<file path="config.mk">
export PLATFORM = sky130hd
export DESIGN_NAME = fp_add_arbiter
export DESIGN_NICKNAME = d
export VERILOG_FILES = /design/src/rtl/fp_add_arbiter.sv
export SDC_FILE = /design/constraint.sdc
export NUM_CORES = 1
export LEC_CHECK = 0
export CORE_AREA = 10 10 148 150
export CTS_CLUSTER_SIZE = 25
export DETAILED_ROUTE_END_ITERATION = 6
export DIE_AREA = 0 0 158 160
export GPL_ROUTABILITY_DRIVEN = 0
export PLACE_DENSITY = 0.83
export SYNTH_ARGS = -nofsm -noshare
export SYNTH_HDL_FRONTEND = slang
export SYNTH_SLANG_ARGS = --single-unit
</file>
<file path="constraint.sdc">
create_clock -name clk -period 1.9 [get_ports clk]
set_clock_uncertainty 0.05 [all_clocks]
set_input_delay 0.19 -clock clk [delete_from_list [all_inputs] [get_ports clk]]
set_output_delay 0.19 -clock clk [all_outputs]
set_load 0.05 [all_outputs]
</file>
<file path="src/rtl/fp_add_arbiter.sv">
// Round-robin arbiter sharing one external FP adder among NUM_REQ ports.
// Ports: req_* (valid/ready per requester), add_* (shared adder), resp_* (tagged result).
// Optional FP_ADD_ARB_STATS_EN macro adds stat_ops / stat_ovf counters.
module fp_add_arbiter #(
  parameter int NUM_REQ = 4,
  parameter int ID_W    = 2
) (
  input  logic                   clk,
  input  logic                   rst,
  input  logic [NUM_REQ-1:0]     req_valid,
  input  logic [32*NUM_REQ-1:0]  req_a,
  input  logic [32*NUM_REQ-1:0]  req_b,
  output logic [NUM_REQ-1:0]     req_ready,
  output logic [31:0]            add_a,
  output logic [31:0]            add_b,
  input  logic [31:0]            add_result,
  input  logic                   add_overflow,
  output logic                   resp_valid,
  input  logic                   resp_ready,
  output logic [ID_W-1:0]        resp_id,
  output logic [31:0]            resp_result,
  output logic                   resp_overflow
`ifdef FP_ADD_ARB_STATS_EN
  ,
  output logic [15:0]            stat_ops,
  output logic [15:0]            stat_ovf
`endif
);

  typedef enum logic [1:0] {
    IDLE = 2'd0,
    EXEC = 2'd1,
    RESP = 2'd2
  } state_t;

  state_t            state_q, state_d;
  logic [ID_W-1:0]   last_grant_q, last_grant_d;
  logic [31:0]       op_a_q, op_a_d;
  logic [31:0]       op_b_q, op_b_d;
  logic [ID_W-1:0]   op_id_q, op_id_d;
  logic [31:0]       resp_result_q, resp_result_d;
  logic              resp_overflow_q, resp_overflow_d;
  logic [ID_W-1:0]   resp_id_q, resp_id_d;
  logic              resp_valid_q, resp_valid_d;

  logic              win_found;
  logic [ID_W-1:0]   win_idx;
  logic [ID_W-1:0]   cand;
  logic              grant;

  // Scan upward from the slot after the last grant, wrapping,
  // so the most recent winner has the lowest priority.
  always_comb begin
    win_found = 1'b0;
    win_idx   = '0;
    cand      = '0;
    for (int k = 1; k <= NUM_REQ; k++) begin
      cand = ID_W'((int'(last_grant_q) + k) % NUM_REQ);
      if (!win_found && req_valid[cand]) begin
        win_found = 1'b1;
        win_idx   = cand;
      end
    end
  end

  assign grant = (state_q == IDLE) && win_found && !rst;

  always_comb begin
    req_ready = '0;
    if (grant) begin
      req_ready[win_idx] = 1'b1;
    end
  end

  always_comb begin
    state_d         = state_q;
    last_grant_d    = last_grant_q;
    op_a_d          = op_a_q;
    op_b_d          = op_b_q;
    op_id_d         = op_id_q;
    resp_result_d   = resp_result_q;
    resp_overflow_d = resp_overflow_q;
    resp_id_d       = resp_id_q;
    resp_valid_d    = resp_valid_q;
    unique case (state_q)
      IDLE: begin
        if (win_found) begin
          op_a_d       = req_a[32*win_idx +: 32];
          op_b_d       = req_b[32*win_idx +: 32];
          op_id_d      = win_idx;
          last_grant_d = win_idx;
          state_d      = EXEC;
        end
      end
      EXEC: begin
        resp_result_d   = add_result;
        resp_overflow_d = add_overflow;
        resp_id_d       = op_id_q;
        resp_valid_d    = 1'b1;
        state_d         = RESP;
      end
      RESP: begin
        if (resp_ready) begin
          resp_valid_d = 1'b0;
          state_d      = IDLE;
        end
      end
      default: begin
        state_d = IDLE;
      end
    endcase
  end

  always_ff @(posedge clk) begin
    if (rst) begin
      state_q         <= IDLE;
      last_grant_q    <= ID_W'(NUM_REQ - 1);
      op_a_q          <= '0;
      op_b_q          <= '0;
      op_id_q         <= '0;
      resp_result_q   <= '0;
      resp_overflow_q <= 1'b0;
      resp_id_q       <= '0;
      resp_valid_q    <= 1'b0;
    end else begin
      state_q         <= state_d;
      last_grant_q    <= last_grant_d;
      op_a_q          <= op_a_d;
      op_b_q          <= op_b_d;
      op_id_q         <= op_id_d;
      resp_result_q   <= resp_result_d;
      resp_overflow_q <= resp_overflow_d;
      resp_id_q       <= resp_id_d;
      resp_valid_q    <= resp_valid_d;
    end
  end

  assign add_a         = op_a_q;
  assign add_b         = op_b_q;
  assign resp_valid    = resp_valid_q;
  assign resp_id       = resp_id_q;
  assign resp_result   = resp_result_q;
  assign resp_overflow = resp_overflow_q;

`ifdef FP_ADD_ARB_STATS_EN
  logic        hs;
  logic [15:0] stat_ops_q, stat_ops_d;
  logic [15:0] stat_ovf_q, stat_ovf_d;

  assign hs = resp_valid_q & resp_ready;

  // Counters stick at all-ones instead of wrapping.
  always_comb begin
    stat_ops_d = stat_ops_q;
    stat_ovf_d = stat_ovf_q;
    if (hs && stat_ops_q != 16'hFFFF) begin
      stat_ops_d = stat_ops_q + 16'd1;
    end
    if (hs && resp_overflow_q && stat_ovf_q != 16'hFFFF) begin
      stat_ovf_d = stat_ovf_q + 16'd1;
    end
  end

  always_ff @(posedge clk) begin
    if (rst) begin
      stat_ops_q <= '0;
      stat_ovf_q <= '0;
    end else begin
      stat_ops_q <= stat_ops_d;
      stat_ovf_q <= stat_ovf_d;
    end
  end

  assign stat_ops = stat_ops_q;
  assign stat_ovf = stat_ovf_q;
`endif

endmodule

</file>
==> impl_metrics.toml, run 1 <==
[yosys]
synth-main-ff-cell = "dfxtp_1"
synth-seq-cells = 106
synth_warnings = 0
yosysSeqAreaShare_pct = 35.6
synthTopCellsByCount = "dfxtp_1 (106), nand2_1 (75), o22ai_1 (66), or2_1 (65), mux2i_1 (64)"
syn_nets = 944
synth_area_leader_cell = "dfxtp_1"
synth.area.top_cells = "dfxtp_1 (36%), o21bai_2 (11%), mux2i_1 (11%), a221oi_1 (9.2%), o22ai_1 (6.9%)"
synthArstFlopShare_pct = 0
synth_top_cell_area_share_pct = 35.6
synth_cell_types = 37
synth-edff-count = 0
synth_area_um2 = 5970
avgSynthCellArea_um2 = 9.21
synthCells = 648
synth_most_common_cell = "dfxtp_1"

[run_status]
outcome = "complete, but fails checks"
failed_checks = "negative setup slack"

[die]
start_util_pct = 31.3
die_x_um = 158
die_h_um = 160
die_area_um2 = 25300
pin_count = 400
core_area_um2 = 19100
rows = 51

[timing]
fmax_mhz = 525
worstMarginPinSlew_ps = 569
slew_violations = 0
rsz0062_at_grt = "true"
fin_crit_ps = 1910
setup_ws_ps = -5.83
hold_viol = 0
setup_violations = 2
relSlewSlack_pct = 61.9
min_period_over_period_pct = 100
hold_ws_ps = 221

[power_and_ir_drop]
pwr_density_cell_nw_per_um2 = 865
leakagePower_nw = 4.22
combPwrFrac_pct = 51.3
power_mw = 9.81
p_switching_mw = 4.02
p_int_mw = 5.78
seqPwrFrac_pct = 28.9
ir_drop_mv = 0.529
switching_share_pct = 41.0
power_frac_clock_pct = 19.8

[finish]
stdcell_count = 1304
nets = 1354
fillers = 1579
seqCellArea_um2 = 2130
area_growth_pct = 90.1
drive_gt1_share_pct = 19.7
multi_input_area_um2 = 3830

[min_path]
min_path_type = "in2reg"
holdPathStages = 2

[cts]
holdBufCountCts = 0
numCtsBuffers = 9
cts-root-buf = "clkbuf_16"
h-tree-depth = 3
cts_tree = "built"
clock-sinks = 106
clk_latency_ps = 350
cts.clk_slew.worst_paths_ps = 90
cts_buffer_depth = 2

[routing]
antenna_left = 0
drt_drc_violations_left = 0
drt-pass1-iter-count = 4
vias = 6937
drtIter0Drc = 395
wl_per_cell_um = 22.5
wl_um = 29300
via_per_inst = 5.32

[setup_path]
max_stage_delay_ps = 430
endpoint_kind = "register"
arrival_ps = 2090
crit_type = "reg2reg"
rr_worst_depth = 7
crit_chain = "or2b_1 > nand3_1 > a21oi_4 > buf_12 > buf_12 > mux2i_1 > o22ai_1"
cp_common_cell = "buf_12"
crit_required_ps = 2080
cp-start-kind = "register"
cp_slowest_cell = "dfxtp_4"
cp_max_fo = 11

[place]
portBuffers = 399
hpwlAfterDp_um = 22100
post-place-cells = 1270

[grt]
grt_max_degree = 47
overflow = 0
antenna_found_initial = 4
grt_usage_pct = 21.1
grt_pass1_vias = 7158
grt_pass1_wl_um = 41900

[run]
max-cap-violations = 0
-- area by class of cell --
type / instances / share of cell area, %
inverters: 1 / 0.0331
flip-flops and latches: 106 / 18.8
diodes: 3 / 0.0662
clock buffers: 9 / 1.99
clock inverters: 7 / 0.717
multi-input cells: 477 / 33.7
repair buffers: 463 / 42.1
well taps: 238 / 2.63
-- power by group through the flow --
stage	Sequential [mW]	Combinational (mW)	Clock (mW)
final	2.84	5.03	1.94
after detailed placement	2.87	4.72	0
after global placement	2.86	4.67	0
after CTS	2.83	4.79	2.01
after global routing	2.88	5.27	2.08
after floorplan	3.99	1.61	0
-- per-layer routing --
| metal | GRT usage, % | vias to the layer above | routed length (um) |
|---|---|---|---|
| met5 | 0 | - | 0 |
| met2 | 37.3 | 352 | 14900 |
| met1 | 22.5 | 3295 | 10700 |
| met3 | 8.54 | 32 | 3210 |
| met4 | 5.98 | 0 | 537 |
| li1 | - | 3258 | - |
-- cells by family (layout without fill, tap and decap cells) --
group           Yosys count  count (layout)  share of synthesized area (%)
mux                      64              64                           10.7
compound gates          247             247                           33.5
flops                   106             106                           35.6
buf+inv                  67             480                           6.46
other cells               0               3                              0
simple gates            164             166                           13.8
-- worst max-delay path: cells and delay by family (launching register included) --
| family | cells | cell delay (ps) |
|---|---|---|
| simple gates | 2 | 330 |
| mux | 1 | 260 |
| buf+inv | 2 | 350 |
| flops | 1 | 430 |
| compound gates | 2 | 360 |
-- state kept, by name (all words and copies together) (netlist names) --
| name | cells |
|---|---|
| add_b | 32 |
| add_a | 32 |
| op_id_q | 2 |
| resp_overflow | 1 |
| resp_id | 2 |
| resp_result | 32 |
| last_grant_q | 2 |
| resp_valid | 1 |
| state_q | 2 |
-- stage by stage --
stage	area (um2)	setup WS [ps]	utilization, %	TNS [ps]
global placement	10500	-315	55.1	-18710
finish	11300	-5.83	59.4	-9.87
global route	11300	-98.8	59.4	-945
floorplan	5980	123	-	0
detailed placement	10500	-382	55.1	-22660
CTS	10900	7.14	57.2	0
-- cells in the final DEF, fill, tap and decap left out, types with 3 or more instances in the layout --
cell and instances:
a221oi_2 28, dfxtp_1 104, o22ai_1 65, buf_4 45, clkbuf_16 11, buf_12 22
mux2i_2 3, or2_1 64, o21bai_1 4, dlygate4sd2_1 4, a21oi_1 41, nand2_1 74
nor2_4 3, nand2b_1 5, clkdlybuf4s50_1 383, a221oi_1 34, nor2_1 5, diode_2 3
mux2i_1 59, o21bai_2 60, buf_6 6
-- worst paths after layout --
kind	start	end	slack, ps
worst max-delay path	last_grant_q[0]	add_b[14]	-6
worst min-delay path	rst	state_q[0]	220
worst max register to register	last_grant_q[0]	add_b[14]	-6
worst min register to register	resp_result[26]	resp_result[26]	410
-- timing repair --
action,in CTS,in global routing
pin swaps,4,8
buffers inserted,3,7
endpoints found under the setup margin,57,43
cloned,2,3
gates resized for setup,20,45
Power figures use the tool's default switching activity.
==> run 2: changes to the inputs <==
Settings changed: HOLD_SLACK_MARGIN from default to 0.05.
==> results of run 2 <==
Final layout, timing and power as in run 1 (identical DEF).
==> run 3: changes to the inputs <==
Settings changed: CAP_MARGIN from default to 5.
==> results of run 3 <==
Final layout, timing and power as in run 1 (identical DEF).
